`config.mk`:
```
export PLATFORM = sky130hd
export DESIGN_NAME = fetch_decode_pipe
export DESIGN_NICKNAME = d
export VERILOG_FILES = /design/src/rtl/pipe_pkg.sv /design/src/rtl/pipe_reg.sv /design/src/rtl/fetch_decode_pipe.sv
export SDC_FILE = /design/constraint.sdc
export NUM_CORES = 1
export LEC_CHECK = 0
export CAP_MARGIN = 20
export CORE_MARGIN = 5
export CORE_UTILIZATION = 39
export CTS_CLUSTER_SIZE = 40
export DETAILED_ROUTE_END_ITERATION = 7
export PLACE_DENSITY = 0.77
export SYNTH_ARGS = -nofsm -noshare
export SYNTH_HDL_FRONTEND = slang
export SYNTH_HIERARCHICAL = 1
export SYNTH_SLANG_ARGS = --single-unit
```
`constraint.sdc`:
```
create_clock -name clk -period 2 [get_ports clk]
set_input_delay 0.3 -clock clk [delete_from_list [all_inputs] [get_ports clk]]
set_output_delay 0.3 -clock clk [all_outputs]
set_load 0.005 [all_outputs]
```
`src/rtl/pipe_pkg.sv`:
```
// -----------------------------------------------------------------------------
// pipe_pkg
//   Shared constants and types for the fetch/decode pipeline-register block.
//   RESET_PC    : fetch address loaded on reset.
//   NOP_INSTR   : MOV r0,r0, the instruction word of a bubble.
//   PC_STEP     : sequential fetch increment.
//   PC_R15_OFS  : ARM R15 read offset (PC of instruction + 8).
//   boot_state_t: boot FSM encoding {BOOT, RUN}.
// -----------------------------------------------------------------------------
package pipe_pkg;

  localparam logic [31:0] RESET_PC   = 32'h0000_0000;
  localparam logic [31:0] NOP_INSTR  = 32'hE1A0_0000;
  localparam logic [31:0] PC_STEP    = 32'd4;
  localparam logic [31:0] PC_R15_OFS = 32'd8;

  typedef enum logic {
    BOOT = 1'b0,
    RUN  = 1'b1
  } boot_state_t;

endpackage

```
`src/rtl/pipe_reg.sv`:
```
// -----------------------------------------------------------------------------
// pipe_reg
//   Generic pipeline register with synchronous reset, clear and enable.
//   Priority: rst -> RST_VAL, clr_i -> CLR_VAL, en_i -> d_i, else hold.
//   Ports:
//     clk   : clock (rising edge)
//     rst   : synchronous active-high reset
//     en_i  : load d_i when high, hold when low
//     clr_i : load CLR_VAL (wins over en_i)
//     d_i   : next value
//     q_o   : registered value
// -----------------------------------------------------------------------------
module pipe_reg #(
  parameter int           W       = 32,
  parameter logic [W-1:0] RST_VAL = '0,
  parameter logic [W-1:0] CLR_VAL = '0
) (
  input  logic         clk,
  input  logic         rst,
  input  logic         en_i,
  input  logic         clr_i,
  input  logic [W-1:0] d_i,
  output logic [W-1:0] q_o
);

  logic [W-1:0] q_q;

  always_ff @(posedge clk) begin
    if (rst) begin
      q_q <= RST_VAL;
    end else if (clr_i) begin
      q_q <= CLR_VAL;
    end else if (en_i) begin
      q_q <= d_i;
    end
  end

  assign q_o = q_q;

endmodule

```
`src/rtl/fetch_decode_pipe.sv`:
```
// -----------------------------------------------------------------------------
// fetch_decode_pipe
//   Owns the PC, the Fetch->Decode register and the Execute valid bit of the
//   ARM-style pipeline. Obeys the hazard unit's StallF/StallD/FlushD/FlushE
//   and downstream redirects (taken branch / PC write).
//
//   Control semantics (level-sensitive, sampled on the rising edge):
//     StallF/StallD hold their register; FlushD/FlushE load a bubble;
//     RedirectE with RedirectPC steers fetch and squashes Decode and Execute.
//
//   Ports:
//     clk, rst          : clock, synchronous active-high reset
//     StallF, StallD    : hold PCF / hold Fetch->Decode register
//     FlushD, FlushE    : bubble into Decode / Execute
//     RedirectE         : redirect fetch to RedirectPC (word aligned)
//     InstrF            : instruction memory data for PCF
//     PCF               : fetch address
//     InstrD, PCPlus8D  : Decode instruction and its PC+8 (R15 value)
//     ValidD, ValidE    : Decode / Execute hold a real instruction
//     StallCnt,FlushCnt : perf counters (tied to 0 unless PIPE_PERF_CNT_EN)
//
//   Build option: define PIPE_PERF_CNT_EN to instantiate the saturating
//   stall/redirect counters.
//
//   The boot FSM state is held in state_q for observation by checkers.
// -----------------------------------------------------------------------------
module fetch_decode_pipe
  import pipe_pkg::*;
#(
  parameter int PC_WIDTH    = 32,
  parameter int INSTR_WIDTH = 32
) (
  input  logic                   clk,
  input  logic                   rst,
  input  logic                   StallF,
  input  logic                   StallD,
  input  logic                   FlushD,
  input  logic                   FlushE,
  input  logic                   RedirectE,
  input  logic [PC_WIDTH-1:0]    RedirectPC,
  input  logic [INSTR_WIDTH-1:0] InstrF,
  output logic [PC_WIDTH-1:0]    PCF,
  output logic [INSTR_WIDTH-1:0] InstrD,
  output logic [PC_WIDTH-1:0]    PCPlus8D,
  output logic                   ValidD,
  output logic                   ValidE,
  output logic [31:0]            StallCnt,
  output logic [31:0]            FlushCnt
);

  localparam int FD_W = 1 + PC_WIDTH + INSTR_WIDTH;

  localparam logic [PC_WIDTH-1:0]    PC_RST    = PC_WIDTH'(RESET_PC);
  localparam logic [PC_WIDTH-1:0]    PC_INC    = PC_WIDTH'(PC_STEP);
  localparam logic [PC_WIDTH-1:0]    PC_R15    = PC_WIDTH'(PC_R15_OFS);
  localparam logic [PC_WIDTH-1:0]    PC_ALIGN  = ~PC_WIDTH'(3);
  localparam logic [INSTR_WIDTH-1:0] NOP_W     = INSTR_WIDTH'(NOP_INSTR);
  // Bubble: {valid=0, pcplus8=0, instr=NOP}
  localparam logic [FD_W-1:0]        FD_BUBBLE = {1'b0, {PC_WIDTH{1'b0}}, NOP_W};

  // ---------------------------------------------------------------------------
  // Boot FSM: one BOOT cycle after reset during which ValidD is masked.
  // ---------------------------------------------------------------------------
  boot_state_t state_q, state_d;
  logic        boot_mask;

  always_ff @(posedge clk) begin
    if (rst) begin
      state_q <= BOOT;
    end else begin
      state_q <= state_d;
    end
  end

  always_comb begin
    state_d   = state_q;
    boot_mask = 1'b0;
    case (state_q)
      BOOT: begin
        boot_mask = 1'b1;
        state_d   = RUN;
      end
      RUN: begin
        state_d = RUN;
      end
      default: begin
        state_d = BOOT;
      end
    endcase
  end

  // ---------------------------------------------------------------------------
  // PC register. Redirect beats StallF; redirect targets are forced to word
  // alignment. Sequential PCs stay aligned because PC_STEP is a multiple of 4.
  // ---------------------------------------------------------------------------
  logic [PC_WIDTH-1:0] pc_d;
  logic                pc_en;

  always_comb begin
    pc_d  = PCF + PC_INC;
    pc_en = ~StallF;
    if (RedirectE) begin
      pc_d  = RedirectPC & PC_ALIGN;
      pc_en = 1'b1;
    end
  end

  pipe_reg #(
    .W       (PC_WIDTH),
    .RST_VAL (PC_RST),
    .CLR_VAL (PC_RST)
  ) u_pc_reg (
    .clk   (clk),
    .rst   (rst),
    .en_i  (pc_en),
    .clr_i (1'b0),
    .d_i   (pc_d),
    .q_o   (PCF)
  );

  // ---------------------------------------------------------------------------
  // Fetch->Decode register. StallD beats FlushD so a load-use stall (which
  // asserts both) keeps the stalled instruction; a redirect beats everything.
  // ---------------------------------------------------------------------------
  logic [FD_W-1:0] fd_d, fd_q;
  logic            fd_en, fd_clr;
  logic            fd_valid;

  always_comb begin
    fd_d   = {1'b1, PCF + PC_R15, InstrF};
    fd_en  = ~StallD;
    fd_clr = RedirectE | (FlushD & ~StallD);
  end

  pipe_reg #(
    .W       (FD_W),
    .RST_VAL (FD_BUBBLE),
    .CLR_VAL (FD_BUBBLE)
  ) u_fd_reg (
    .clk   (clk),
    .rst   (rst),
    .en_i  (fd_en),
    .clr_i (fd_clr),
    .d_i   (fd_d),
    .q_o   (fd_q)
  );

  assign {fd_valid, PCPlus8D, InstrD} = fd_q;
  assign ValidD = fd_valid & ~boot_mask;

  // ---------------------------------------------------------------------------
  // Execute valid bit. Execute never stalls, so it follows ValidD each cycle.
  // ---------------------------------------------------------------------------
  logic valid_e_q, valid_e_d;

  always_comb begin
    valid_e_d = ValidD;
    if (FlushE || RedirectE) begin
      valid_e_d = 1'b0;
    end
  end

  always_ff @(posedge clk) begin
    if (rst) begin
      valid_e_q <= 1'b0;
    end else begin
      valid_e_q <= valid_e_d;
    end
  end

  assign ValidE = valid_e_q;

  // ---------------------------------------------------------------------------
  // Performance counters (saturating).
  // ---------------------------------------------------------------------------
`ifdef PIPE_PERF_CNT_EN
  logic [31:0] stall_cnt_q, stall_cnt_d;
  logic [31:0] flush_cnt_q, flush_cnt_d;

  always_comb begin
    stall_cnt_d = stall_cnt_q;
    flush_cnt_d = flush_cnt_q;
    if (StallD && (stall_cnt_q != 32'hFFFF_FFFF)) begin
      stall_cnt_d = stall_cnt_q + 32'd1;
    end
    if (RedirectE && (flush_cnt_q != 32'hFFFF_FFFF)) begin
      flush_cnt_d = flush_cnt_q + 32'd1;
    end
  end

  always_ff @(posedge clk) begin
    if (rst) begin
      stall_cnt_q <= '0;
      flush_cnt_q <= '0;
    end else begin
      stall_cnt_q <= stall_cnt_d;
      flush_cnt_q <= flush_cnt_d;
    end
  end

  assign StallCnt = stall_cnt_q;
  assign FlushCnt = flush_cnt_q;
`else
  assign StallCnt = 32'd0;
  assign FlushCnt = 32'd0;
`endif

endmodule

```
==> impl_metrics.tcl, run 1 <==
set metrics [dict create \
    cpLargestDelayFamily "simple AND/OR/NAND/NOR gates" \
    synthSimpleGateAreaFrac_pct 20.1 \
    ir_worst_vdd_uv 663 \
    layout-drive-gt1-share_pct 15.7 \
    setup_viol 0 \
    dr.pass1.iters 4 \
    die_h_microns 129 \
    synth_fa_ha_area_share_pct 0.682 \
    ys_top_cells_by_count "nor2_1, dfxtp_1, mux2i_1, buf_4, nand2_1" \
    clk_path_buf_depth 2 \
    core_sq_um 13900 \
    ff2ff_path_depth 7 \
    p_total_mw 4.35 \
    syn2layout_area_growth_pct 45.1 \
    grt_start_max_net_pins 53 \
    crit_chain "and4_1 -> nand4_1 -> buf_4 -> or4_1 -> a31oi_1 -> mux2i_1 -> nor2_1" \
    power_density_nw_per_um2 545 \
    worstPathArrival_ps 2280 \
    r2r_start "u_pc_reg/q_o[17]" \
    drc 0 \
    holdPathStages 2 \
    ys_ff_latch 99 \
    path_max_fanout 9 \
    crit_slowest_cell "or4_1" \
    postRouteAntennaNets 0 \
    fillers 1284 \
    cts_root_buf "clkbuf_16" \
    port-buffer-count 166 \
    ys.warnings.count 6 \
    hold_class "flip-flop to flip-flop" \
    path_class "flip-flop to flip-flop" \
    ys_top_cells_by_area "dfxtp_1, mux2i_1, buf_4, nor2_1, xor2_1" \
    start_util_pct 39.6 \
    skew_ps 8.26 \
    vias_per_cell 4.86 \
    max_freq_ghz 0.501 \
    yosysSeqAreaShare_pct 36.0 \
    num_vias 5014 \
    maxCapViolCount 0 \
    critPathBufInv 1 \
    cp_data_required_time_ps 2290 \
    post-route-period-util_pct 99.8 \
    async_flop_share_pct 0 \
    clock_latency_ps 350 \
    synth_top_family_by_area "simple AND/OR/NAND/NOR gates" \
    synth_most_common_cell "nor2_1" \
    overflow 0 \
    rsz0062_at_grt "true" \
    synth-main-ff-cell "dfxtp_1" \
    drt_iter0_drc 291 \
    hold_end "u_fd_reg/q_o[30]" \
    layout_min_cycle_time_ps 2000 \
    cts_buffers 9 \
    place_congestion 0.851 \
    antenna_found_initial 0 \
    synth_top_area_cell "dfxtp_1" \
    synth-edff-count 0 \
    finalWorstSetupSlack_ps 3.85 \
    grt_first_pass_wirelength_mm 23.9 \
    syn_area_per_cell_sq_um 8.66 \
    synth_xor_area_share_pct 6.21 \
    rr_endpoint "u_pc_reg/q_o[29]" \
    clock-sinks 99 \
    synth-compound-area-share_pct 4.96 \
    rows 43 \
    track_usage_pct 18.1 \
    cts_tree "done" \
    end_kind "flip-flop" \
    hpwlAfterDp_mm 11.8 \
    fin_setup_tns_ps 0 \
    die_area_sq_um 16600 \
    max_stage_delay_ps 460 \
    drv_slew 0 \
    grt_pass1_vias 4720 \
    antennaDiodeCount 0 \
    ys_types 45 \
    post-place-ws_ps -81.2 \
    finalHoldViolCount 0 \
    fin_nets 921 \
    status "completed" \
    start_kind "flip-flop" \
    htree_levels 3 \
    ff2ff_setup_slack_ps 4 \
    netlist.area_leader.share_pct 36.0 \
    syn-cell-area_sq_um 5500 \
    hp-start "u_fd_reg/q_o[30]" \
    wl_mm 16.0 \
    io_pins 233 \
    dieWidth_microns 129 \
    wl_per_cell_microns 15.5 \
    synth.area.mux_share_pct 17.9 \
    syn_inst 635 \
    clk_pin_slew_ps 70 \
    p_leak_nw 3.43 \
]
==> repair_timing <==
action,CTS,global route
hold buffers,0,0
resized for setup,6,25
endpoints found under the setup margin,8,21
gates cloned,0,1
pin swaps,2,11
setup buffers,0,9
==> metrics by stage <==
| step | hold WS [ps] | instance area [sq um] | std cells | util [%] |
|---|---|---|---|---|
| 2_1_floorplan | 357 | 5790 | 699 | - |
| 3_3_place_gp | 451 | 7500 | 1006 | 54.1 |
| 3_5_place_dp | 463 | 7500 | 1006 | 54.1 |
| 4_1_cts | 481 | 7800 | 1022 | 56.2 |
| 5_1_grt | 501 | 7980 | 1032 | 57.5 |
| 6_report | 476 | 7980 | 1032 | 57.5 |
==> worst reg2reg max path, delay by kind of cell, from the launching register on <==
| family | cells | cell delay [ps] |
|---|---|---|
| simple gates | 4 | 1030 |
| flops | 1 | 390 |
| compound gates | 1 | 160 |
| buf+inv | 1 | 250 |
| mux | 1 | 100 |
==> logic make-up (layout without fill, tap and decap cells) <==
kind of cell	count (synthesis)	in the layout
adder cells (fa/ha/maj)	3	3
flip-flops	99	99
XOR/XNOR	39	39
multiplexers	98	98
buffers and inverters	116	269
AND/OR/NAND/NOR	235	235
AO/OA/AOI/OAI	43	43
other	2	66
==> registers in the layout (all words and copies together) (netlist names) <==
register      count
ValidE            1
u_pc_reg/q_o     32
u_fd_reg/q_o     65
state_q           1
==> routing by layer <==
layer  up-vias  global-route usage, %  share of wire, %
li1       2456                      -                 -
met1      2334                   21.5                40
met2       200                   30.0                49
met3        24                   6.97               9.2
met4         0                   6.18               2.3
met5         -                      0                 0
==> final cells by class <==
cell class	count	area (sq um)	share of cell area (%)
clock buffer	10	229	2.87
clock inverter	6	43.8	0.549
inverter	7	27.5	0.345
multi-input combinational	484	3090	38.8
sequential	99	2010	25.2
tap	180	225	2.82
timing repair buffer	246	2350	29.4
==> worst max-delay path by stage <==
stage                           from               end  slack (ps)  cells after the start
global route        u_pc_reg/q_o[17]  u_pc_reg/q_o[29]        -110                      7
detailed placement   u_pc_reg/q_o[8]  u_pc_reg/q_o[29]         -80                      7
global placement     u_pc_reg/q_o[7]  u_pc_reg/q_o[31]         -70                      7
CTS                  u_pc_reg/q_o[7]  u_pc_reg/q_o[31]         0.5                      7
finish              u_pc_reg/q_o[17]  u_pc_reg/q_o[29]           4                      7
floorplan            u_pc_reg/q_o[6]  u_pc_reg/q_o[29]        -0.9                      8
==> placed cells by master (no fill, tap or decap), types with 2 or more instances in the layout <==
cell type and n:
nor3_1 8, or4_1 9, buf_12 6, clkbuf_16 9, xor2_1 24, nor2_1 116, buf_6 4, clkinv_4 3
dfxtp_1 85, nor4_1 3, a31oi_1 10, o31ai_1 6, o211ai_1 4, nand3_1 16, clkinv_2 3, or4_4 5
xnor2_1 15, and3_1 3, ha_2 2, nand2_1 37, o21ai_0 15, or3_1 3, dfxtp_4 5, nand4_1 10
and4_1 4, clkdlybuf4s50_1 166, mux2i_1 97, conb_1 66, inv_1 5, dfxtp_2 9, buf_4 69, or2_2 2
nor2b_1 3
==> where the power goes <==
group,internal [mW],switching [mW],total (mW)
clock network,0.847,0.778,1.62
registers,2.01,0.0416,2.06
logic,0.373,0.294,0.667
No activity file was read; power rests on OpenSTA's default activity.
==> run 2: changes to the inputs <==
--- a/config.mk
+++ b/config.mk
@@ -10,6 +10,7 @@
 export CORE_UTILIZATION = 39
 export CTS_CLUSTER_SIZE = 40
 export DETAILED_ROUTE_END_ITERATION = 7
+export HOLD_SLACK_MARGIN = 0.05
 export PLACE_DENSITY = 0.77
 export SYNTH_ARGS = -nofsm -noshare
 export SYNTH_HDL_FRONTEND = slang
==> results of run 2 <==
No change in the layout: final DEF, timing and power equal those of run 1.
